===== config.mk =====
export PLATFORM = sky130hd
export DESIGN_NAME = mem_stall_controller
export DESIGN_NICKNAME = d
export VERILOG_FILES = /design/src/rtl/mem_stall_controller.sv
export SDC_FILE = /design/constraint.sdc
export NUM_CORES = 1
export LEC_CHECK = 0
export CAP_MARGIN = 40
export CELL_PAD_IN_SITES_DETAIL_PLACEMENT = 1
export CELL_PAD_IN_SITES_GLOBAL_PLACEMENT = 1
export CORE_MARGIN = 3
export CORE_UTILIZATION = 30
export CTS_CLUSTER_SIZE = 24
export DETAILED_ROUTE_END_ITERATION = 12
export PLACE_DENSITY_LB_ADDON = 0.2
export SLEW_MARGIN = 20
export SYNTH_ARGS = -nofsm -noshare
export SYNTH_HDL_FRONTEND = slang
export SYNTH_SLANG_ARGS = --single-unit

===== constraint.sdc =====
create_clock -name clk -period 2.45 [get_ports clk]
set_clock_uncertainty 0.05 [all_clocks]
set_input_delay 0.735 -clock clk [delete_from_list [all_inputs] [get_ports clk]]
set_output_delay 0.735 -clock clk [all_outputs]
set_load 0.005 [all_outputs]

===== src/rtl/mem_stall_controller.sv =====
// -----------------------------------------------------------------------------
// mem_stall_controller
//
// Purpose:
//   Sequences MEM-stage memory accesses for the pipelined MIPS core. It does
//   the following:
//   - Detects data-cache read misses and write-through stores.
//   - Freezes the front of the pipeline while the access is in progress.
//   - Runs a request/acknowledge transaction with main memory.
//   - Refills the one-word cache line, then releases the pipeline for a
//     single RESUME cycle.
//   - Keeps saturating performance counters.
//   - Raises a sticky error flag when main memory never acknowledges.
//
// Parameters:
//   TIMEOUT      - maximum cycles waited for memAck in one request state
//   CNT_W        - width of the performance counters
//
// Ports:
//   clk          in   system clock, all state updates on posedge
//   reset        in   synchronous active-high reset
//   memRead      in   MEM-stage load
//   memWrite     in   MEM-stage store
//   hit          in   data-cache hit for the current MEM address
//   addr         in   MEM-stage address
//   writeData    in   MEM-stage store data
//   memAck       in   main memory completion strobe
//   memRData     in   main memory read data, valid with memAck
//   stall        out  freeze PC, IF/ID, ID/EX, EX/MEM (combinational)
//   bubble       out  force RegWrite=0 into MEM/WB this cycle
//   memReq       out  main memory request
//   memWe        out  request is a write
//   memAddr      out  latched request address
//   memWData     out  latched store data
//   cacheFill    out  write fillData into the cache at memAddr
//   fillData     out  latched memRData
//   memError     out  sticky timeout flag
//   missCount    out  read misses serviced
//   writeCount   out  stores serviced
//   stallCycles  out  cycles with stall=1
// -----------------------------------------------------------------------------
module mem_stall_controller #(
  parameter int unsigned TIMEOUT = 255,
  parameter int unsigned CNT_W   = 32
) (
  input  logic             clk,
  input  logic             reset,
  input  logic             memRead,
  input  logic             memWrite,
  input  logic             hit,
  input  logic [31:0]      addr,
  input  logic [31:0]      writeData,
  input  logic             memAck,
  input  logic [31:0]      memRData,
  output logic             stall,
  output logic             bubble,
  output logic             memReq,
  output logic             memWe,
  output logic [31:0]      memAddr,
  output logic [31:0]      memWData,
  output logic             cacheFill,
  output logic [31:0]      fillData,
  output logic             memError,
  output logic [CNT_W-1:0] missCount,
  output logic [CNT_W-1:0] writeCount,
  output logic [CNT_W-1:0] stallCycles
);

  localparam int unsigned WAIT_W = (TIMEOUT < 2) ? 1 : $clog2(TIMEOUT + 1);
  // The wait counter holds the number of ack-less REQ cycles already spent.
  // Timeout is declared during the cycle that would make it TIMEOUT.
  localparam logic [WAIT_W-1:0] WAIT_LAST = WAIT_W'(TIMEOUT - 1);

  typedef enum logic [2:0] {
    IDLE      = 3'd0,
    READ_REQ  = 3'd1,
    WRITE_REQ = 3'd2,
    FILL      = 3'd3,
    RESUME    = 3'd4
  } state_t;

  // Saturating increment shared by all performance counters.
  function automatic logic [CNT_W-1:0] sat_inc(input logic [CNT_W-1:0] v);
    logic [CNT_W-1:0] r;
    if (&v) begin
      r = v;
    end else begin
      r = v + CNT_W'(1);
    end
    return r;
  endfunction

  state_t            state_q, state_d;
  logic [WAIT_W-1:0] wait_q, wait_d;
  logic [31:0]       mem_addr_q, mem_addr_d;
  logic [31:0]       mem_wdata_q, mem_wdata_d;
  logic [31:0]       fill_data_q, fill_data_d;
  logic              mem_req_q, mem_req_d;
  logic              mem_we_q, mem_we_d;
  logic              cache_fill_q, cache_fill_d;
  logic              bubble_q, bubble_d;
  logic              mem_error_q, mem_error_d;
  logic [CNT_W-1:0]  miss_cnt_q, miss_cnt_d;
  logic [CNT_W-1:0]  write_cnt_q, write_cnt_d;
  logic [CNT_W-1:0]  stall_cnt_q, stall_cnt_d;
  logic              stall_s;
  logic              busy_s;

  // Next-state, datapath latches, counters and the raw stall decode.
  always_comb begin
    state_d     = state_q;
    wait_d      = wait_q;
    mem_addr_d  = mem_addr_q;
    mem_wdata_d = mem_wdata_q;
    fill_data_d = fill_data_q;
    mem_error_d = mem_error_q;
    miss_cnt_d  = miss_cnt_q;
    write_cnt_d = write_cnt_q;
    bubble_d    = 1'b0;
    stall_s     = 1'b0;

    case (state_q)
      IDLE: begin
        // A load miss wins over a simultaneous store. The store is dropped.
        if (memRead && !hit) begin
          stall_s    = 1'b1;
          mem_addr_d = addr;
          wait_d     = '0;
          state_d    = READ_REQ;
        end else if (memWrite) begin
          stall_s     = 1'b1;
          mem_addr_d  = addr;
          mem_wdata_d = writeData;
          wait_d      = '0;
          state_d     = WRITE_REQ;
        end else begin
          stall_s = 1'b0;
        end
      end
      READ_REQ: begin
        stall_s = 1'b1;
        if (memAck) begin
          fill_data_d = memRData;
          miss_cnt_d  = sat_inc(miss_cnt_q);
          state_d     = FILL;
        end else if (wait_q == WAIT_LAST) begin
          mem_error_d = 1'b1;
          bubble_d    = 1'b1;
          state_d     = RESUME;
        end else begin
          wait_d = wait_q + WAIT_W'(1);
        end
      end
      WRITE_REQ: begin
        stall_s = 1'b1;
        if (memAck) begin
          write_cnt_d = sat_inc(write_cnt_q);
          state_d     = RESUME;
        end else if (wait_q == WAIT_LAST) begin
          mem_error_d = 1'b1;
          bubble_d    = 1'b1;
          state_d     = RESUME;
        end else begin
          wait_d = wait_q + WAIT_W'(1);
        end
      end
      FILL: begin
        stall_s = 1'b1;
        state_d = RESUME;
      end
      RESUME: begin
        // The pipeline advances on this edge. The MEM-stage inputs still
        // describe the finished access, so they are deliberately not looked at.
        stall_s = 1'b0;
        state_d = IDLE;
      end
      default: begin
        stall_s = 1'b0;
        state_d = IDLE;
      end
    endcase

    if (stall_s) begin
      stall_cnt_d = sat_inc(stall_cnt_q);
    end else begin
      stall_cnt_d = stall_cnt_q;
    end

    // Memory-side strobes are decoded from the next state so they are
    // registered, glitch-free, and aligned with the state they belong to.
    mem_req_d    = (state_d == READ_REQ) || (state_d == WRITE_REQ);
    mem_we_d     = (state_d == WRITE_REQ);
    cache_fill_d = (state_d == FILL);
  end

  // Busy states hold stall high from the register, independent of inputs.
  assign busy_s = (state_q == READ_REQ) || (state_q == WRITE_REQ) ||
                  (state_q == FILL);

  // While reset is asserted, only the combinational IDLE detect may raise stall.
  assign stall = reset ? (stall_s & ~busy_s) : stall_s;

  // State register and all output/datapath flops, synchronous reset.
  always_ff @(posedge clk) begin
    if (reset) begin
      state_q      <= IDLE;
      wait_q       <= '0;
      mem_addr_q   <= 32'h0000_0000;
      mem_wdata_q  <= 32'h0000_0000;
      fill_data_q  <= 32'h0000_0000;
      mem_req_q    <= 1'b0;
      mem_we_q     <= 1'b0;
      cache_fill_q <= 1'b0;
      bubble_q     <= 1'b0;
      mem_error_q  <= 1'b0;
      miss_cnt_q   <= '0;
      write_cnt_q  <= '0;
      stall_cnt_q  <= '0;
    end else begin
      state_q      <= state_d;
      wait_q       <= wait_d;
      mem_addr_q   <= mem_addr_d;
      mem_wdata_q  <= mem_wdata_d;
      fill_data_q  <= fill_data_d;
      mem_req_q    <= mem_req_d;
      mem_we_q     <= mem_we_d;
      cache_fill_q <= cache_fill_d;
      bubble_q     <= bubble_d;
      mem_error_q  <= mem_error_d;
      miss_cnt_q   <= miss_cnt_d;
      write_cnt_q  <= write_cnt_d;
      stall_cnt_q  <= stall_cnt_d;
    end
  end

  assign bubble      = bubble_q;
  assign memReq      = mem_req_q;
  assign memWe       = mem_we_q;
  assign memAddr     = mem_addr_q;
  assign memWData    = mem_wdata_q;
  assign cacheFill   = cache_fill_q;
  assign fillData    = fill_data_q;
  assign memError    = mem_error_q;
  assign missCount   = miss_cnt_q;
  assign writeCount  = write_cnt_q;
  assign stallCycles = stall_cnt_q;

endmodule


==> results of run 1 <==
-- synthesized netlist by cell type, types with 14 or more instances --
cell,n
nand2_1,237
dfxtp_1,208
a21oi_1,161
nor2_1,52
o21ai_0,47
or3_1,42
clkbuf_1,41
nand4_1,34
nand3_1,30
or4_1,25
o31ai_1,22
nor3_1,19
and4_1,16
xor2_1,14
-- worst max-delay path, delay by kind of cell --
| kind | cells | cell delay, ns |
|---|---|---|
| AND/OR/NAND/NOR | 2 | 0.31 |
| buffers and inverters | 2 | 0.36 |
| AO/OA/AOI/OAI | 1 | 0.17 |
-- metrics by stage --
| stage | std cells | cell area, um2 | setup WS [ns] |
|---|---|---|---|
| detailed placement | 1816 | 13000 | -0.658 |
| CTS | 1862 | 13900 | 0.0673 |
| finish | 1862 | 13900 | 0.0850 |
| floorplan | 1106 | 9030 | 0.0345 |
| global placement | 1816 | 13000 | -0.650 |
| global route | 1862 | 13900 | 0.0173 |
-- area by class of cell --
class	instances	share of cell area
Clock inverter	9	0.0129
Clock buffer	36	0.0524
Multi-Input combinational cell	821	0.328
Sequential cell	208	0.300
Tap cell	384	0.0346
Inverter	13	0.00351
Timing Repair Buffer	391	0.268
-- repair_timing --
item                       4_1_cts  5_1_grt
pin swaps                        1        0
hold buffers                     0        0
setup endpoints to repair        1        2
buffers inserted                 1        0
gates resized for setup         10        1
-- worst max path at each step --
stage | depth (start not counted) | from | endpoint | slack [ns]
3_3_place_gp | 5 | hit | stall | -0.65
5_1_grt | 6 | memAck | writeCount[31] | 0.02
3_5_place_dp | 5 | hit | stall | -0.66
6_report | 5 | hit | stall | 0.08
4_1_cts | 5 | hit | stall | 0.07
2_1_floorplan | 7 | memAck | writeCount[31] | 0.03
-- routing by layer --
layer  GRT usage  routed length (um)  vias up  part of all wire
li1            -                   -     4645                 -
met1       0.229               13700     4543              0.43
met2       0.317               14700      256              0.46
met3      0.0728                2870       48             0.090
met4      0.0449                 703        0             0.022
met5           0                   0        -                 0
-- where the power goes --
| group | internal [uW] | switching, uW | leakage, uW |
|---|---|---|---|
| Combinational | 552 | 486 | 0.00265 |
| Clock | 2580 | 1460 | 0.000436 |
| Sequential | 3510 | 72.8 | 0.00169 |
| Total | 6640 | 2020 | 0.00477 |
-- cell families (layout without fill, tap and decap cells) --
logic type,after synthesis,in the layout
fa+ha+maj,5,5
mux,10,10
buf+inv,77,449
simple gates,519,519
compound gates,262,262
flops,208,208
xor+xnor,25,25
-- layout by cell type, fill, tap and decap left out, types with 14 or more instances in the layout --
cell type / netlist / final
clkdlybuf4s50_1: 0 / 294
dfxtp_1: 208 / 208
a21oi_1: 161 / 161
or4_1: 25 / 25
or3_1: 42 / 42
nand4_1: 34 / 34
o31ai_1: 22 / 22
nand3_1: 30 / 30
nand2_1: 237 / 237
nor2_1: 52 / 52
clkbuf_16: 0 / 25
nor3_1: 19 / 19
and4_1: 16 / 16
buf_4: 3 / 88
o21ai_0: 47 / 47
xor2_1: 14 / 14
-- registers in the layout, indices dropped and copies added (netlist names), 3 cells and up --
| name | count |
|---|---|
| writeCount | 32 |
| stallCycles | 32 |
| memWData | 32 |
| state_q | 3 |
| fillData | 32 |
| missCount | 32 |
| wait_q | 8 |
| memAddr | 32 |
==> results.ini, run 1 <==
[global_routing]
grt_max_degree = 72
grt_first_pass_wirelength_mm = 51.9
grt_pass1_vias = 9676
antenna_found_initial = 0
grt_overflow = 0
grt_usage = 0.189

[worst_setup_path]
reg2reg_to = stallCycles[23]
critPathCaptureType = output pin
ff2ff_path_depth = 7
critPathMaxFanout = 2
r2r_slack_ns = 0.26
cp-start-kind = input port
critPathArrivalTime_ns = 1.58
critical_path_class = in -> out
crit_slowest_cell = dlygate4sd2_1
worstPathRequired_ns = 1.66
cpPeakStageDelay_ns = 0.24
timing.rr.start = stallCycles[6]
cp_cell_sequence = dlygate4sd2_1 > nand2b_4 > a31oi_4 > and2_1 > buf_2

[status]
status = finished clean

[timing]
rsz0062_at_grt = false
fmax_mhz = 423
tns_ns = 0
period_minus_slack_ns = 2.37
slew_headroom = 0.482
period_share = 0.965
hold_slack_ns = 0.402
setup_violations = 0
worstMarginPinSlew_ns = 0.776
finalHoldViolCount = 0
slew_viol_final = 0

[cts]
numCtsBuffers = 25
cts_sinks = 208
cts_tree = yes
cts_buffer_depth = 3
root_buffer = clkbuf_16
clk_latency_ns = 0.52
cts_htree_levels = 1
clkTransAtPathRegs_ns = 0.06

[final_layout]
nFillCells = 3451
final_util = 0.476
regArea_mm2 = 0.00416
area_growth_pct = 53.7
fin_nets = 1567
multi_input_comb_area_mm2 = 0.00456
drive_gt1_frac = 0.116
insertedDiodeCount = 0

[die]
start_util = 0.310
fp.dieArea_mm2 = 0.0322
die_h_um = 180
io_pins = 300
core_mm2 = 0.0292
row_count = 62
die_x_um = 180

[min_path]
hold_path.class = reg -> reg
min_from = memAddr[27]
hold_end = memAddr[27]
whs_path_depth = 2

[placement]
dp_hpwl_mm = 23.2
gp_congestion = 0.786
io_buffers = 299

[logic_synthesis]
synthXorXnorAreaFrac = 0.0242
ys.flop_type = dfxtp_1
netlist_area_mm2 = 0.00903
synthArstFlopShare = 0
synth_top_area_cell = dfxtp_1
yosys-top-cells-area = dfxtp_1, nand2_1, a21oi_1
synthMuxAreaShare = 0.0126
synth_top_family_by_area = simple AND/OR/NAND/NOR gates
avgSynthCellArea_um2 = 8.17
synth_top_area_share = 0.461
synth_edf_count = 0
synth-seq-cells = 208
yosysWarnings = 0
synth_compound_area_frac = 0.165
ys_seq_area_frac = 0.461
synth-simple-area-share = 0.294
syn_inst = 1106
synth_nets = 1213
synth_cell_types = 68
synth_adder_area_share = 0.00693

[route]
drt_pre_antenna_iters = 4
routedWlPerCell_um = 17.2
viasPerCell = 5.10
vias = 9492
wirelength_mm = 32.0
ant_nets = 0
drt_iter0_markers = 370
drcViolationCount = 0

[power]
irDropWorstVdd_mv = 0.425
p_per_area_mw_per_mm2 = 624
power_uw = 8660
power_leakage_uw = 0.00477

[flow_run]
drv_cap = 0

(Power assumes the default switching activity.)
==> run 2: changes to the inputs <==
Settings changed: CTS_CLUSTER_SIZE 24 to 30.
==> results of run 2 <==
The final DEF is identical to that of run 1; final timing and power are the same.
==> run 3: changes to the inputs <==
Settings changed: CTS_CLUSTER_SIZE 30 to 16.
==> results of run 3 <==
The final DEF is identical to that of run 1; final timing and power are the same.
